File: config.mk
export PLATFORM = sky130hd
export DESIGN_NAME = imem_loader
export DESIGN_NICKNAME = d
export VERILOG_FILES = /design/src/rtl/imem_loader.sv
export SDC_FILE = /design/constraint.sdc
export NUM_CORES = 1
export LEC_CHECK = 0
export CAP_MARGIN = 20
export CELL_PAD_IN_SITES_DETAIL_PLACEMENT = 0
export CELL_PAD_IN_SITES_GLOBAL_PLACEMENT = 2
export CORE_UTILIZATION = 30
export DETAILED_ROUTE_END_ITERATION = 12
export GPL_ROUTABILITY_DRIVEN = 0
export PLACE_DENSITY = 0.74
export SLEW_MARGIN = 0
export SYNTH_ARGS = -nofsm -noshare
export SYNTH_HDL_FRONTEND = slang
export SYNTH_SLANG_ARGS = --single-unit
File: constraint.sdc
create_clock -name clk -period 3.8 [get_ports clk]
set_input_delay 0.76 -clock clk [delete_from_list [all_inputs] [get_ports clk]]
set_output_delay 0.76 -clock clk [all_outputs]
set_load 0.05 [all_outputs]
File: src/rtl/imem_loader.sv
// imem_loader: writer side of the instruction memory.
// Takes a length-prefixed program image as a byte stream over valid/ready,
// packs four bytes at a time into little-endian 32-bit words and issues one
// single-cycle write per word. busy holds the core off until the whole image
// is in memory. ADDR_W is expected to be in the range 1..16, since the
// header carries a 16-bit word count.

module imem_loader #(
    parameter int ADDR_W = 8
) (
    input  logic              clk,
    input  logic              reset,
    input  logic              start,
    input  logic              in_valid,
    input  logic [7:0]        in_data,
    output logic              in_ready,
    output logic              we,
    output logic [31:0]       wa,
    output logic [31:0]       wd,
    output logic              busy,
    output logic              done,
    output logic              err,
    output logic [ADDR_W:0]   word_count
);

    // Memory capacity in words, wide enough to hold 2**16.
    localparam logic [16:0] DEPTH_C = 17'd1 << ADDR_W;

    typedef enum logic [2:0] {
        ST_IDLE   = 3'd0,
        ST_LEN_LO = 3'd1,
        ST_LEN_HI = 3'd2,
        ST_DATA   = 3'd3,
        ST_DONE   = 3'd4,
        ST_ERROR  = 3'd5
    } state_t;

    state_t            state_r;
    logic              in_ready_r;
    logic              we_r;
    logic [31:0]       wa_r;
    logic [31:0]       wd_r;
    logic              busy_r;
    logic              done_r;
    logic              err_r;
    logic [ADDR_W:0]   word_count_r;

    logic [7:0]        len_lo_r;     // low header byte, held until the high byte arrives
    logic [15:0]       len_r;        // image length in words for the current load
    logic [1:0]        byte_idx_r;   // lane that the next data byte fills
    logic [ADDR_W-1:0] word_idx_r;   // word address of the word being assembled
    logic [23:0]       asm_r;        // lanes 0..2 of the word being assembled
    logic              last_pend_r;  // final word is being written this cycle

    logic              hs_s;
    logic [15:0]       hdr_len_s;
    logic              len_bad_s;
    logic              last_word_s;

    // Byte acceptance qualifier plus header and final-word decodes.
    always_comb begin
        hs_s        = 1'b0;
        hdr_len_s   = {in_data, len_lo_r};
        len_bad_s   = 1'b0;
        last_word_s = 1'b0;

        // While the final word is being written the image is complete, so any
        // byte offered in that cycle is not part of it and is dropped.
        if (in_valid && in_ready_r && !last_pend_r) begin
            hs_s = 1'b1;
        end else begin
            hs_s = 1'b0;
        end

        // A zero-length image or one larger than the memory is rejected.
        if ((hdr_len_s == 16'd0) || ({1'b0, hdr_len_s} > DEPTH_C)) begin
            len_bad_s = 1'b1;
        end else begin
            len_bad_s = 1'b0;
        end

        if (16'(word_idx_r) == (len_r - 16'd1)) begin
            last_word_s = 1'b1;
        end else begin
            last_word_s = 1'b0;
        end
    end

    // Load sequencer: header parsing, word assembly, write issue and status.
    always_ff @(posedge clk or posedge reset) begin
        if (reset) begin
            state_r      <= ST_IDLE;
            in_ready_r   <= 1'b0;
            we_r         <= 1'b0;
            wa_r         <= 32'd0;
            wd_r         <= 32'd0;
            busy_r       <= 1'b0;
            done_r       <= 1'b0;
            err_r        <= 1'b0;
            word_count_r <= '0;
            len_lo_r     <= 8'd0;
            len_r        <= 16'd0;
            byte_idx_r   <= 2'd0;
            word_idx_r   <= '0;
            asm_r        <= 24'd0;
            last_pend_r  <= 1'b0;
        end else begin
            // The write strobe is a one-cycle pulse unless re-armed below.
            we_r <= 1'b0;

            case (state_r)
                ST_IDLE, ST_DONE, ST_ERROR: begin
                    if (start) begin
                        state_r    <= ST_LEN_LO;
                        in_ready_r <= 1'b1;
                        busy_r     <= 1'b1;
                        done_r     <= 1'b0;
                        err_r      <= 1'b0;
                    end else begin
                        state_r    <= state_r;
                    end
                end

                ST_LEN_LO: begin
                    if (hs_s) begin
                        len_lo_r <= in_data;
                        state_r  <= ST_LEN_HI;
                    end else begin
                        state_r  <= ST_LEN_LO;
                    end
                end

                ST_LEN_HI: begin
                    if (hs_s) begin
                        if (len_bad_s) begin
                            state_r    <= ST_ERROR;
                            err_r      <= 1'b1;
                            busy_r     <= 1'b0;
                            in_ready_r <= 1'b0;
                        end else begin
                            state_r      <= ST_DATA;
                            len_r        <= hdr_len_s;
                            byte_idx_r   <= 2'd0;
                            word_idx_r   <= '0;
                            word_count_r <= '0;
                            last_pend_r  <= 1'b0;
                        end
                    end else begin
                        state_r <= ST_LEN_HI;
                    end
                end

                ST_DATA: begin
                    if (last_pend_r) begin
                        // Final write is on the bus this cycle; finish next.
                        state_r     <= ST_DONE;
                        done_r      <= 1'b1;
                        busy_r      <= 1'b0;
                        in_ready_r  <= 1'b0;
                        last_pend_r <= 1'b0;
                    end else if (hs_s) begin
                        byte_idx_r <= byte_idx_r + 2'd1;
                        case (byte_idx_r)
                            2'd0: asm_r[7:0]   <= in_data;
                            2'd1: asm_r[15:8]  <= in_data;
                            2'd2: asm_r[23:16] <= in_data;
                            2'd3: begin
                                we_r         <= 1'b1;
                                wa_r         <= 32'({word_idx_r, 2'b00});
                                wd_r         <= {in_data, asm_r};
                                word_count_r <= word_count_r + (ADDR_W+1)'(1'b1);
                                // Word index saturates at N-1 so it can never
                                // point past the image or wrap the memory.
                                if (last_word_s) begin
                                    last_pend_r <= 1'b1;
                                    word_idx_r  <= word_idx_r;
                                end else begin
                                    last_pend_r <= 1'b0;
                                    word_idx_r  <= word_idx_r + ADDR_W'(1'b1);
                                end
                            end
                            default: asm_r <= asm_r;
                        endcase
                    end else begin
                        state_r <= ST_DATA;
                    end
                end

                default: begin
                    state_r    <= ST_IDLE;
                    in_ready_r <= 1'b0;
                    busy_r     <= 1'b0;
                    done_r     <= 1'b0;
                    err_r      <= 1'b0;
                end
            endcase
        end
    end

    assign in_ready   = in_ready_r;
    assign we         = we_r;
    assign wa         = wa_r;
    assign wd         = wd_r;
    assign busy       = busy_r;
    assign done       = done_r;
    assign err        = err_r;
    assign word_count = word_count_r;

endmodule

### Yosys cells after proc, flatten, opt, wreduce, memory -nomap -nowiden

Cells that the tools add are included.

* register bits after elaboration: 115
* bits of input ports: 12
* output and inout port bits: 78
* word-level logic and storage cells: 120

* add/subtract/negate cells: 4
* order comparisons: 1
* equal/unequal tests: 19
* muxes and demuxes: 50
* bitwise operators: 5
* reduce and logical (&&, ||, !) cells: 25

Operators by type and width (number)
* 2-to-1 mux 8 bit: 6
* 2-to-1 mux 9 bit: 5
* 2-to-1 mux 1 bit: 21
* AND reduction 4 bit: 5
* != test 2 bit, second input constant: 9
* case mux 9 bit (2 select lines): 1
* equality test 8 x 16 -> 1 bit: 1
* > comparator 16 x 9 -> 1 bit, second input constant: 1
* logical NOT 16 bit: 1
* case mux 8 bit (2 select lines): 1
* subtractor 16 x 1 -> 16 bit, second input constant: 1
* 2-to-1 mux 3 bit: 5
* case mux 3 bit (4 select lines): 1
* 2-to-1 mux 2 bit: 5
* AND reduction 5 bit: 2
* adder 9 x 1 -> 9 bit, second input constant: 1
* AND reduction 3 bit: 3
* adder 8 x 1 -> 8 bit, second input constant: 1
* AND reduction 7 bit: 1
* equality test 3 x 2 -> 1 bit, second input constant: 2
* equality test 3 bit, second input constant: 2
* case mux 1 bit (3 select lines): 2
* AND reduction 6 bit: 1
* inverter 1 bit: 5
* other kinds (17): 21

### Logic depth before layout (Yosys ltp)

* depth after elaboration: 8
* depth in mapped cells: 10
* mapped depth without buffers: 9

### Worst setup path before layout

OpenSTA, ideal clock, no wires.

* path kind: register to register
* from: register len_r[2]
* to: register word_idx_r[2]
* data arrival time: 2.370 ns
* required time: 3.679 ns
* path slack: 1.309 ns
* stages on the path, launching flop included: 9
* path buffers: 1
* path through: dfrtp_1 > buf_6 > nor4_4 > nand3_2 > o31a_1 > a2111o_1 > nor4_4 > o31ai_1 > a22o_2

* cells in the longest elaborated chain, start to end: 5

RTL lines
* start: declaration: RTL line 49 `logic [15:0] len_r;`
* start signal: assignment: RTL line 142 `len_r <= hdr_len_s;`
* subtractor 16 x 1 -> 16 bit: RTL line 82 `if (16'(word_idx_r) == (len_r - 16'd1)) begin`
* equality test 8 x 16 -> 1 bit: RTL line 82
* 2-to-1 mux 1 bit: RTL line 82
* != test 2 bit (no line)
* AND reduction 7 bit (no line)
* end signal: assignment: RTL line 176 `word_idx_r <= word_idx_r;`
* end signal: assignment: RTL line 179 `word_idx_r <= word_idx_r + ADDR_W'(1'b1);`
* end: declaration: RTL line 51 `logic [ADDR_W-1:0] word_idx_r;`

No other way between the ends.
A chain may end at the register's enable or synchronous reset.

### Worst setup path in the final report

* from: input port in_data[4]
* to: register word_count_r[7], in the netlist word_count[7]

* cells in the longest elaborated chain, start to end: 5

RTL lines
* start: declaration: RTL line 15 `input logic [7:0] in_data,`
* > comparator 16 x 9 -> 1 bit or logical NOT 16 bit (tied branches): RTL line 76 `if ((hdr_len_s == 16'd0) || ({1'b0, hdr_len_s} > DEPTH_C)) begin`
* logical OR 1 bit (*): RTL line 76
* 2-to-1 mux 1 bit (*): RTL line 76
* != test 2 bit (no line) (*)
* AND reduction 6 bit (no line) (*)
* end signal: assignment: RTL line 171 `word_count_r <= word_count_r + (ADDR_W+1)'(1'b1);`
* end: declaration: RTL line 46 `logic [ADDR_W:0] word_count_r;`

Mark *: on every way between the ends. The rest lies on a longest branch, timed or not.

==> flow_metrics.env <==
export IMPL_status="finished clean"
export IMPL_skew_ns=0.00773
export IMPL_drt_iter0_markers=227
export IMPL_synth_compound_area_share_pct=8.93
export IMPL_syn_to_final_growth_pct=27.0
export IMPL_post_cts_buffers=0
export IMPL_synth_mux_area_share_pct=7.13
export IMPL_synthArstFlopShare_pct=100
export IMPL_htreeDepth=4
export IMPL_synthSimpleGateAreaFrac_pct=20.7
export IMPL_io_buffers=65
export IMPL_rsz0062_at_grt="no"
export IMPL_cp_required_ns=4.13
export IMPL_p_leak_uw=0.00328
export IMPL_netlist_instances=538
export IMPL_cts_clk_slew_worst_paths_ns=0.06
export IMPL_hold_violations=0
export IMPL_post_cts_resize_count=0
export IMPL_crit_path_start="in_data[4]"
export IMPL_critical_path_max_stage_delay_ns=0.53
export IMPL_synth_edf_count=0
export IMPL_p_sw_share_pct=23.6
export IMPL_diodes=0
export IMPL_ys_seq_elements=115
export IMPL_multi_input_area_mm2=0.00224
export IMPL_finalWirelength_um=12900
export IMPL_startpoint_type="input port"
export IMPL_cts_root_buf="clkbuf_16"
export IMPL_p_sw_uw=704
export IMPL_end_kind="flip-flop"
export IMPL_drt_pass1_iter_count=5
export IMPL_pre_cts_ws_ns=0.364
export IMPL_hpwlAfterDp_um=8840
export IMPL_ir_drop_mv=0.311
export IMPL_fin_nets=628
export IMPL_drv_slew=0
export IMPL_timing_fmax_mhz=338
export IMPL_layout_min_cycle_time_ns=2.96
export IMPL_combinationalPowerShare_pct=4.0
export IMPL_final_antenna_net_count=0
export IMPL_drive_gt1_share_pct=15.0
export IMPL_yosys_warnings=0
export IMPL_powerDensity_mw_per_mm2=439
export IMPL_seq_power_share_pct=41.1
export IMPL_cp_cell_sequence="clkdlybuf4s50_1 -> nor4_1 -> nand2_1 -> nor3b_2 -> and3_1 -> buf_4 -> o2111ai_1 -> or3_1 -> a21oi_1"
export IMPL_routedWlPerCell_um=15.3
export IMPL_crit_slowest_cell="clkdlybuf4s50_1"
export IMPL_register_area_mm2=0.00288
export IMPL_synth_area_mm2=0.00535
export IMPL_p_clk_share_pct=54.9
export IMPL_num_rows=48
export IMPL_core_area_mm2=0.0174
export IMPL_track_usage_pct=15.0
export IMPL_avgSynthCellArea_um2=9.95
export IMPL_grt_pass1_vias=4026
export IMPL_tightest_slew_ns=0.773
export IMPL_period_share_pct=77.8
export IMPL_io_pin_count=90
export IMPL_reg2reg_from="len_r[2]"
export IMPL_synthFlopType="dfrtp_1"
export IMPL_cp_max_fo=10
export IMPL_synth_area_leaders="dfrtp_1 54%, nand2_1 12%, mux2_2 6.9%, buf_4 3.5%, o21ai_0 1.8%"
export IMPL_setup_ws_ns=0.843
export IMPL_synth_cell_types=54
export IMPL_power_internal_uw=2280
export IMPL_antenna_found_initial=0
export IMPL_drc=0
export IMPL_fill_cells=1705
export IMPL_hold_buffers=0
export IMPL_vias=4004
export IMPL_cts_tree="yes"
export IMPL_die_area_mm2=0.0184
export IMPL_hp_class="flip-flop to flip-flop"
export IMPL_cp_arrival_ns=3.29
export IMPL_cts_sinks=115
export IMPL_synthAdderAreaFrac_pct=1.64
export IMPL_synth_commonest_cells="164 x nand2_1, 115 x dfrtp_1, 33 x mux2_2"
export IMPL_cap_violations=0
export IMPL_yosysMostFrequentCell="nand2_1"
export IMPL_yosysTopAreaCellShare_pct=53.8
export IMPL_slew_headroom_pct=48.3
export IMPL_cts_buffers=17
export IMPL_r2r_slack_ns=0.89
export IMPL_viasPerCell=4.73
export IMPL_initial_utilization_pct=30.8
export IMPL_setup_tns_ns=0
export IMPL_synth_xor_area_share_pct=1.80
export IMPL_seq_area_frac_synth_pct=53.8
export IMPL_clk_latency_ns=0.41
export IMPL_synth_area_leader_cell="dfrtp_1"
export IMPL_grt_pass1_wl_um=20900
export IMPL_max_clock_path_buffers=2
export IMPL_dieHeight_um=136
export IMPL_die_x_um=136
export IMPL_setup_viol=0
export IMPL_grt_max_degree=87
export IMPL_reg2reg_to="word_idx_r[5]"
export IMPL_synth_top_family_by_area="simple AND/OR/NAND/NOR gates"
export IMPL_grt_ovfl_total=0
export IMPL_reg2reg_depth=7
export IMPL_worstSetupPathType="input port to flip-flop"
export IMPL_cp_endpoint="word_count[7]"
power groups by stage:
stage,combinational [µW],sequential (µW),clock (µW)
2_1_floorplan,97.7,1250,0
3_3_place_gp,122,1250,0
3_5_place_dp,122,1250,0
4_1_cts,122,1230,1670
5_1_grt,129,1230,1720
6_report,119,1230,1640
logic make-up (layout without fill, tap and decap cells):
family	count (synthesis)	count (layout)
adders and majority gates	7	7
buffers and inverters	57	117
DFF	115	115
other	1	24
muxes	34	34
xor gates and xnor gates	11	11
and+or+nand+nor	244	244
AOI/OAI and AO/OA	69	69
sequential cells by signal (all words and copies together), names as in the netlist:
register,count
wa,8
we,1
asm_r,24
len_r,16
word_count,9
busy,1
state_r,3
done,1
last_pend_r,1
err,1
wd,32
len_lo_r,8
word_idx_r,8
byte_idx_r,2
worst min-delay path by stage:
stage / end / start / slack (ns) / cells past startpoint
6_report: wd[17] / asm_r[17] / 0.46 / 2
5_1_grt: wd[17] / asm_r[17] / 0.49 / 2
4_1_cts: wd[9] / asm_r[9] / 0.47 / 2
3_5_place_dp: wd[18] / asm_r[18] / 0.45 / 2
3_3_place_gp: wd[18] / asm_r[18] / 0.44 / 2
2_1_floorplan: wd[0] / asm_r[0] / 0.43 / 2
final cells by class:
cell class	count	share of cell area (%)
Tap cell	225	4.14
Clock inverter	14	2.67
Clock buffer	17	6.26
Sequential cell	115	42.4
Timing Repair Buffer	76	11.0
Inverter	10	0.608
Multi-Input combinational cell	389	33.0
metal layers:
layer  up-vias  track usage (%)  routed length (µm)
met1      1973             19.8                6070
met2        97             23.2                6110
met5         -                0                   0
li1       1920                -                   -
met3        14             4.19                 540
met4         0             5.62                 192
critical path, delay by kind of cell:
| family | cells | cell delay (ns) |
|---|---|---|
| AOI/OAI and AO/OA | 2 | 0.37 |
| and+or+nand+nor | 5 | 1.45 |
| buffers and inverters | 2 | 0.71 |
cell usage in the layout (no fill, tap or decap), types with 4 or more instances in the layout:
| cell type | n |
|---|---|
| nand2_1 | 164 |
| dfrtp_1 | 115 |
| clkdlybuf4s50_1 | 65 |
| mux2_2 | 33 |
| conb_1 | 24 |
| o21ai_0 | 19 |
| clkbuf_16 | 17 |
| nor2_1 | 16 |
| a21oi_1 | 12 |
| nor3_1 | 11 |
| buf_4 | 10 |
| inv_1 | 8 |
| nand3_1 | 8 |
| or3_1 | 8 |
| and2_1 | 8 |
| xor2_1 | 7 |
| ha_1 | 7 |
| o31ai_1 | 6 |
| a22o_2 | 6 |
| nand2b_1 | 5 |
| clkinvlp_4 | 5 |
| clkinv_4 | 5 |
| and3_1 | 4 |
| nor4_1 | 4 |
| or2_2 | 4 |
| xnor2_1 | 4 |
through the flow:
stage / cell area [µm²] / hold slack [ns] / utilization, % / power [µW] / instances
3_3_place_gp: 6190 / 0.442 / 35.6 / 1370 / 815
6_report: 6790 / 0.463 / 39.1 / 2990 / 846
4_1_cts: 6790 / 0.468 / 39.1 / 3020 / 846
3_5_place_dp: 6190 / 0.450 / 35.6 / 1370 / 815
5_1_grt: 6790 / 0.487 / 39.1 / 3080 / 846
2_1_floorplan: 5440 / 0.433 / - / 1350 / 561
Power figures use the tool's default switching activity.
